==> src/rtl/score_display_pkg.sv <==
// Shared types, constants and small helpers for the score display controller.
package score_display_pkg;

    typedef enum logic [1:0] {
        IDLE   = 2'd0,
        SHIFT  = 2'd1,
        COMMIT = 2'd2
    } state_t;

    localparam logic [3:0] DIGIT_BLANK = 4'hF;
    localparam logic [6:0] SCORE_MAX   = 7'd99;
    localparam logic [2:0] SHIFT_STEPS = 3'd7;

    // Double-dabble correction applied to a BCD nibble before each shift.
    function automatic logic [3:0] dabble_adj(input logic [3:0] nib);
        return (nib >= 4'd5) ? (nib + 4'd3) : nib;
    endfunction

    function automatic logic [6:0] sat_score(input logic [6:0] s);
        return (s > SCORE_MAX) ? SCORE_MAX : s;
    endfunction

endpackage

==> src/rtl/score_display_ctrl_scan_tick_gen.sv <==
// Free-running prescaler: one-cycle scan_en pulse every SCAN_DIV clocks.
module scan_tick_gen #(
    parameter int SCAN_DIV = 25000
) (
    input  logic clk,
    input  logic rst,
    output logic scan_en
);

    localparam int CW = (SCAN_DIV > 1) ? $clog2(SCAN_DIV) : 1;
    localparam logic [CW-1:0] LAST = CW'(SCAN_DIV - 1);

    logic [CW-1:0] r_cnt;
    logic          r_scan_en;

    always_ff @(posedge clk or posedge rst) begin
        if (rst) begin
            r_cnt     <= '0;
            r_scan_en <= 1'b0;
        end else if (r_cnt == LAST) begin
            r_cnt     <= '0;
            r_scan_en <= 1'b1;
        end else begin
            r_cnt     <= r_cnt + CW'(1);
            r_scan_en <= 1'b0;
        end
    end

    assign scan_en = r_scan_en;

endmodule

==> src/rtl/score_display_ctrl.sv <==
// Score-to-BCD display controller with scan pulse generation.
// Optional blink-after-update masking is compiled in with macro SCORE_BLINK_EN.
module score_display_ctrl
    import score_display_pkg::*;
#(
    parameter int SCAN_DIV   = 25000,
    parameter int BLINK_HALF = 25_000_000
) (
    input  logic       clk,
    input  logic       rst,
    input  logic       score_valid,
    input  logic [6:0] score_in,
    output logic       score_ready,
    input  logic       clear,
    output logic       scan_en,
    output logic [3:0] d3,
    output logic [3:0] d2,
    output logic [3:0] d1,
    output logic [3:0] d0,
    output logic       busy
);

    if (BLINK_HALF < 1) begin : g_blink_half_chk
        $error("BLINK_HALF must be positive");
    end

    state_t     r_state;
    logic [6:0] r_bin;
    logic [7:0] r_bcd;
    logic [2:0] r_cnt;
    logic [3:0] r_d1;
    logic [3:0] r_d0;
    logic [7:0] w_bcd_adj;
    logic [2:0] w_cnt_nxt;
    logic       w_mask;

    assign w_bcd_adj = {dabble_adj(r_bcd[7:4]), dabble_adj(r_bcd[3:0])};
    assign w_cnt_nxt = r_cnt + 3'd1;

    always_ff @(posedge clk or posedge rst) begin
        if (rst) begin
            r_state <= IDLE;
            r_bin   <= '0;
            r_bcd   <= '0;
            r_cnt   <= '0;
            r_d1    <= DIGIT_BLANK;
            r_d0    <= 4'd0;
        end else if (clear) begin
            r_state <= IDLE;
            r_d1    <= DIGIT_BLANK;
            r_d0    <= 4'd0;
        end else begin
            case (r_state)
                IDLE: begin
                    if (score_valid) begin
                        r_bin   <= sat_score(score_in);
                        r_bcd   <= '0;
                        r_cnt   <= '0;
                        r_state <= SHIFT;
                    end
                end
                SHIFT: begin
                    {r_bcd, r_bin} <= {w_bcd_adj, r_bin} << 1;
                    r_cnt          <= w_cnt_nxt;
                    if (w_cnt_nxt == SHIFT_STEPS) begin
                        r_state <= COMMIT;
                    end
                end
                COMMIT: begin
                    r_d0    <= r_bcd[3:0];
                    r_d1    <= (r_bcd[7:4] == 4'd0) ? DIGIT_BLANK : r_bcd[7:4];
                    r_state <= IDLE;
                end
                default: r_state <= IDLE;
            endcase
        end
    end

`ifdef SCORE_BLINK_EN
    localparam int BW = (BLINK_HALF > 1) ? $clog2(BLINK_HALF) : 1;
    localparam logic [BW-1:0] BLINK_LAST = BW'(BLINK_HALF - 1);

    logic          r_blink_act;
    logic [1:0]    r_blink_ph;
    logic [BW-1:0] r_blink_cnt;

    // Phases 0 and 2 are the "off" phases; the sequence ends after phase 3.
    always_ff @(posedge clk or posedge rst) begin
        if (rst) begin
            r_blink_act <= 1'b0;
            r_blink_ph  <= 2'd0;
            r_blink_cnt <= '0;
        end else if (clear) begin
            r_blink_act <= 1'b0;
            r_blink_ph  <= 2'd0;
            r_blink_cnt <= '0;
        end else if (r_state == COMMIT) begin
            r_blink_act <= 1'b1;
            r_blink_ph  <= 2'd0;
            r_blink_cnt <= '0;
        end else if (r_blink_act) begin
            if (r_blink_cnt == BLINK_LAST) begin
                r_blink_cnt <= '0;
                r_blink_ph  <= r_blink_ph + 2'd1;
                if (r_blink_ph == 2'd3) begin
                    r_blink_act <= 1'b0;
                end
            end else begin
                r_blink_cnt <= r_blink_cnt + BW'(1);
            end
        end
    end

    assign w_mask = r_blink_act & ~r_blink_ph[0];
`else
    assign w_mask = 1'b0;
`endif

    scan_tick_gen #(
        .SCAN_DIV(SCAN_DIV)
    ) u_scan_tick_gen (
        .clk    (clk),
        .rst    (rst),
        .scan_en(scan_en)
    );

    assign score_ready = (r_state == IDLE);
    assign busy        = (r_state != IDLE);
    assign d0          = w_mask ? DIGIT_BLANK : r_d0;
    assign d1          = w_mask ? DIGIT_BLANK : r_d1;
    assign d2          = DIGIT_BLANK;
    assign d3          = DIGIT_BLANK;

endmodule

==> config.mk <==
export PLATFORM = sky130hd
export DESIGN_NAME = score_display_ctrl
export DESIGN_NICKNAME = d
export VERILOG_FILES = /design/src/rtl/score_display_pkg.sv /design/src/rtl/score_display_ctrl_scan_tick_gen.sv /design/src/rtl/score_display_ctrl.sv
export SDC_FILE = /design/constraint.sdc
export NUM_CORES = 1
export LEC_CHECK = 0
export BUFFER_PORTS_ARGS = -buffer_cell sky130_fd_sc_hd__buf_2
export CAP_MARGIN = 20
export CELL_PAD_IN_SITES_DETAIL_PLACEMENT = 1
export CELL_PAD_IN_SITES_GLOBAL_PLACEMENT = 1
export CORE_MARGIN = 2
export CORE_UTILIZATION = 49
export CTS_BUF_LIST = sky130_fd_sc_hd__clkbuf_2
export DETAILED_ROUTE_END_ITERATION = 10
export GPL_TIMING_DRIVEN = 0
export HOLD_SLACK_MARGIN = 0.05
export PLACE_DENSITY_LB_ADDON = 0.1
export SYNTH_ARGS = -nofsm -noshare
export SYNTH_HDL_FRONTEND = slang
export SYNTH_SLANG_ARGS = --single-unit
==> constraint.sdc <==
create_clock -name clk -period 4.1 [get_ports clk]
set_input_delay 1.23 -clock clk [delete_from_list [all_inputs] [get_ports clk]]
set_output_delay 1.23 -clock clk [all_outputs]
set_load 0.005 [all_outputs]
After elaboration in Yosys (flattened, before gate mapping)
Index checks and enable logic that the tools add are counted.

storage, ports and cells
  register bits = 44
  input port bits = 11
  logic and storage cells = 50

cells by class
  add/sub/neg operators = 4
  $lt $le $gt $ge = 3
  equal/unequal tests = 7
  mux-type cells = 20
  bitwise logic cells = 1
  reductions and logical operators = 7

operators with widths
  kind                                                                    number
  4-bit two-way mux                                                       6
  8-bit one-hot mux with 2 select lines                                   1
  15-bit by 1-bit adder with 15-bit output (second input constant)        1
  15-bit == test (second input constant)                                  1
  15-bit two-way mux                                                      1
  7-bit two-way mux                                                       2
  7-bit one-hot mux with 2 select lines                                   1
  4-bit by 3-bit >= comparator with 1-bit output (second input constant)  2
  8-bit two-way mux                                                       1
  7-bit greater-than comparator (second input constant)                   1
  2-bit two-way mux                                                       3
  3-bit two-way mux                                                       2
  3-bit one-hot mux with 2 select lines                                   1
  2-bit nonzero test                                                      3
  4-bit by 2-bit adder with 4-bit output (second input constant)          1
  4-bit zero test                                                         1
  2-bit one-hot mux with 2 select lines                                   1
  3-bit by 1-bit adder with 3-bit output (second input constant)          1
  3-bit by 2-bit adder with 3-bit output (second input constant)          1
  3-bit == test (second input constant)                                   1
  3-bit by 2-bit != test with 1-bit output (second input constant)        1
  3-bit != test (second input constant)                                   1
  3-bit AND reduction                                                     1
  2-bit by 1-bit == test with 1-bit output (second input constant)        1
  6 further kinds                                                         6

Logic depth before layout (Yosys ltp)
  depth after elaboration = 5
  depth in mapped cells = 6
  depth with buffers taken out = 6

Hierarchy
From an unflattened synthesis, not the netlist that was laid out.

second synthesis, totals
  cell total of the unflattened synthesis = 229
  area, all modules = 2292.2 um^2

modules (own cells, without submodules)
  module              instances  cells each  area an instance (um^2)  seq. area each (um^2)
  score_display_ctrl  1          163         1561.5                   705.7
  scan_tick_gen       1          66          730.7                    400.4

Worst setup path after synthesis
Ideal clock, no wire load.

  path kind = input-to-reg
  from = in clear
  to = reg r_bcd[7]
  library setup time = 0.066 ns
  arrival time = 2.063 ns
  data required time = 4.034 ns
  path slack = 1.971 ns
  cell stages on the path = 5
  path through = or3b_2 > clkbuf_1 > nor3_1 > o21ai_0 > nand2_1

between the ends
  word-level cells in the longest chain between the ends = 2

ends and longest elaborated chain
  what                           RTL line                  source
  start, declared                score_display_ctrl.sv:14  input logic clear,
  1-bit NOT (no line)            -
  3-bit AND reduction (no line)  -
  end signal, assigned           score_display_ctrl.sv:63  {r_bcd, r_bin} <= {w_bcd_adj, r_bin} << 1;
  end, declared                  score_display_ctrl.sv:29  logic [7:0] r_bcd;

No other way between the ends.
A chain may end at the register's enable or synchronous reset.

Worst setup path in the final report
  from = reg r_state[0]
  to = out busy

between the ends
  word-level cells in the longest chain between the ends = 1

ends and longest elaborated chain
  what                    RTL line                   source
  start, declared         score_display_ctrl.sv:27   state_t r_state;
  start signal, assigned  score_display_ctrl.sv:42   r_state <= IDLE;
  start signal, assigned  score_display_ctrl.sv:49   r_state <= IDLE;
  start signal, assigned  score_display_ctrl.sv:59   r_state <= SHIFT;
  2-bit nonzero test      score_display_ctrl.sv:128  assign busy = (r_state != IDLE);
  end, declared           score_display_ctrl.sv:20   output logic busy

No other way between the ends.

==> metrics <==
unrepaired setup endpoints after global routing no; Congestion Overflow GR 0; fin cells 302; DRC Markers 0; commonest non-fill, non-tap cells in the layout 40 x dfrtp_1, 24 x nand2_1, 21 x buf_2, 17 x o21ai_0, 14 x nor2_1; CP required 2870 ps; Num CTS Buffers 5; number of vias in the routed layout 1,596; # IOs 30; CP max stage delay 500 ps; worst min-delay path class flip-flop to flip-flop; Max Cap Viol 0; Avg Cell Area, Syn 10.1 sq um; top-area cell type share of the netlist area 0.465; Critical Path Source r_state[0]$_DFFE_PP0P_; final hold violations 0; Final HPWL DP 3350 um; post-CTS setup buffers 0; sequential area share after synthesis 0.514; cts repair resizes 0; ANT cells 0; R2R Path Start u_scan_tick_gen.r_cnt[6]$_DFF_PP0_; Area growth syn-to-layout 13.0%; minimum clock period 2500 ps; VDD IR-drop max 215 uV; top_reg_cell synth dfrtp_1; slowest cell on the critical path dfrtp_1; initial antenna violation count 0; vias per std cell 5.28; status finished, final reports clean; share of post-route cells with drive strength above 1 0.184; commonest non-fill, non-tap cell in the layout dfrtp_1; First DRT Iteration DRCs 79; Setup CP Type flip-flop to output pin; CP Cell Sequence nor2_1 > inv_1 > buf_2; CP max FO 7; Tcrit/Tclk final 0.610; post-synth cell types 36; CTS root buf clkbuf_2; Worst-path clk slew 240 ps; Layout Utilization 0.566; FFs w/ async S/R, synth 1.00; RD Place Congestion 0.711; Slew Viols, Final 0; Max-Slew Margin vs Limit 0.635; WL per Instance 14.7 um; Pre-antenna DRT Iters 4; cell taking the most area after synthesis dfrtp_1; hold wc startpoint u_scan_tick_gen.r_cnt[14]$_DFF_PP0_; later-pin clock latency in the skew report 430 ps; largest net degree at the start of global routing 38; Synth Instances 213; Synth Register Bits 44; dominant cells by area after synthesis dfrtp_1 47%, dfstp_2 4.9%, nand2_1 4.2%; first-pass GRT wire length 7920 um; Final setup viols 0; Worst Path Arrival 1270 ps; total number of H-tree levels 2; core area 4290 sq um; pwr dens 332 nW/um^2; critical path's top delay family flip-flops; leakage power 1.15 nW; Slew @ Worst Pin 544 ps; Chip Width 70.3 um; FP Rows 24; post-synthesis cell area 2150 sq um; CTS Hold Bufs 0; CTS Buffer Depth 2; vias in the first global route 1,652; skew final 29.6 ps; # nets final 267; WHS 501 ps; drt total wl 4430 um; Ys Warns 0; gr usage total 0.207; EDFF count, synth 0; CP endpoint kind output pin; antenna violation net count after detailed routing 0; Initial Util 0.501; Die Height 70.3 um; placed cell count 294; critical path buffer and inverter count 2; Max Freq 400 MHz; IO Port Bufs 21; Setup TNS 0 ps; TritonCTS clock tree done; Setup crit start kind flip-flop; clk sinks 44; Die ar. 4940 sq um
-- layout make-up --
| class | instances | area [sq um] |
|---|---|---|
| buffer | 13 | 78.8 |
| clock buffer | 5 | 25.0 |
| clock inverter | 3 | 37.5 |
| fill | 500 | 1860 |
| inverter | 9 | 33.8 |
| multi-input combinational | 154 | 960 |
| sequential | 44 | 1110 |
| tap | 52 | 65.1 |
| timing repair buffer | 22 | 125 |
-- cell usage after synthesis, drive strengths merged (2+ instances only) --
cell type	number
and3	5
nor2	15
or3	3
clkbuf	5
nor4	3
nand4	4
nor2b	3
nor3	6
nand3	8
o21ai	18
mux2i	8
ha	7
inv	9
xnor2	5
nand2b	6
a22o	3
dfrtp	40
a21oi	8
dfstp	4
o31ai	2
xor2	7
nand2	24
o32a	3
buf	8
-- worst paths after layout --
check,depth (start not counted),end,slack (ps)
hold reg to reg,1,u_scan_tick_gen.r_cnt[14]$_DFF_PP0_,500
hold / removal,1,u_scan_tick_gen.r_cnt[14]$_DFF_PP0_,500
max in group asynchronous,3,d1[3]$_DFFE_PP1P_,2940
setup / recovery,3,busy,1600
setup reg to reg,4,u_scan_tick_gen.r_cnt[13]$_DFF_PP0_,2130
min in group asynchronous,2,u_scan_tick_gen.r_cnt[0]$_DFF_PP0_,670
-- metal layers --
layer / vias to the layer above / part of all wire / track usage
met1: 776 / 0.45 / 0.260
li1: 795 / - / -
met3: 8 / 0.025 / 0.0476
met4: 0 / 0.022 / 0.0791
met5: - / 0 / 0
met2: 17 / 0.51 / 0.348
-- report_power, final --
group,switching [mW],internal [mW],leakage (nW)
clock network,0.145,0.0993,0.0380
registers,0.0178,0.456,0.573
logic,0.0516,0.0375,0.544
total,0.215,0.592,1.15
-- metrics by stage --
stage	area, sq um	total power [mW]	worst slack (ps)
detailed placement	2370	0.571	1640
CTS	2430	0.815	1570
floorplan	2180	0.539	1850
global placement	2350	0.563	1270
global route	2430	0.845	1470
finish	2430	0.807	1600
-- state kept, by name, summed over array words and instances (netlist names) --
signal / cells
u_scan_tick_gen.scan_en: 1
d0: 4
u_scan_tick_gen.r_cnt: 15
r_bcd: 8
d1: 4
r_cnt: 3
r_state: 2
r_bin: 7
-- cell families (layout without fill, tap and decap cells) --
family,Yosys count,count (layout),synth area share
adder cells (fa/ha/maj),7,7,0.0407
buffers and inverters,22,52,0.0523
flip-flops,44,44,0.514
other,1,8,0.00174
multiplexers,9,9,0.0424
AO/OA/AOI/OAI,37,37,0.103
AND/OR/NAND/NOR,81,81,0.197
XOR/XNOR,12,12,0.0488
No activity file was read; power rests on OpenSTA's default activity.
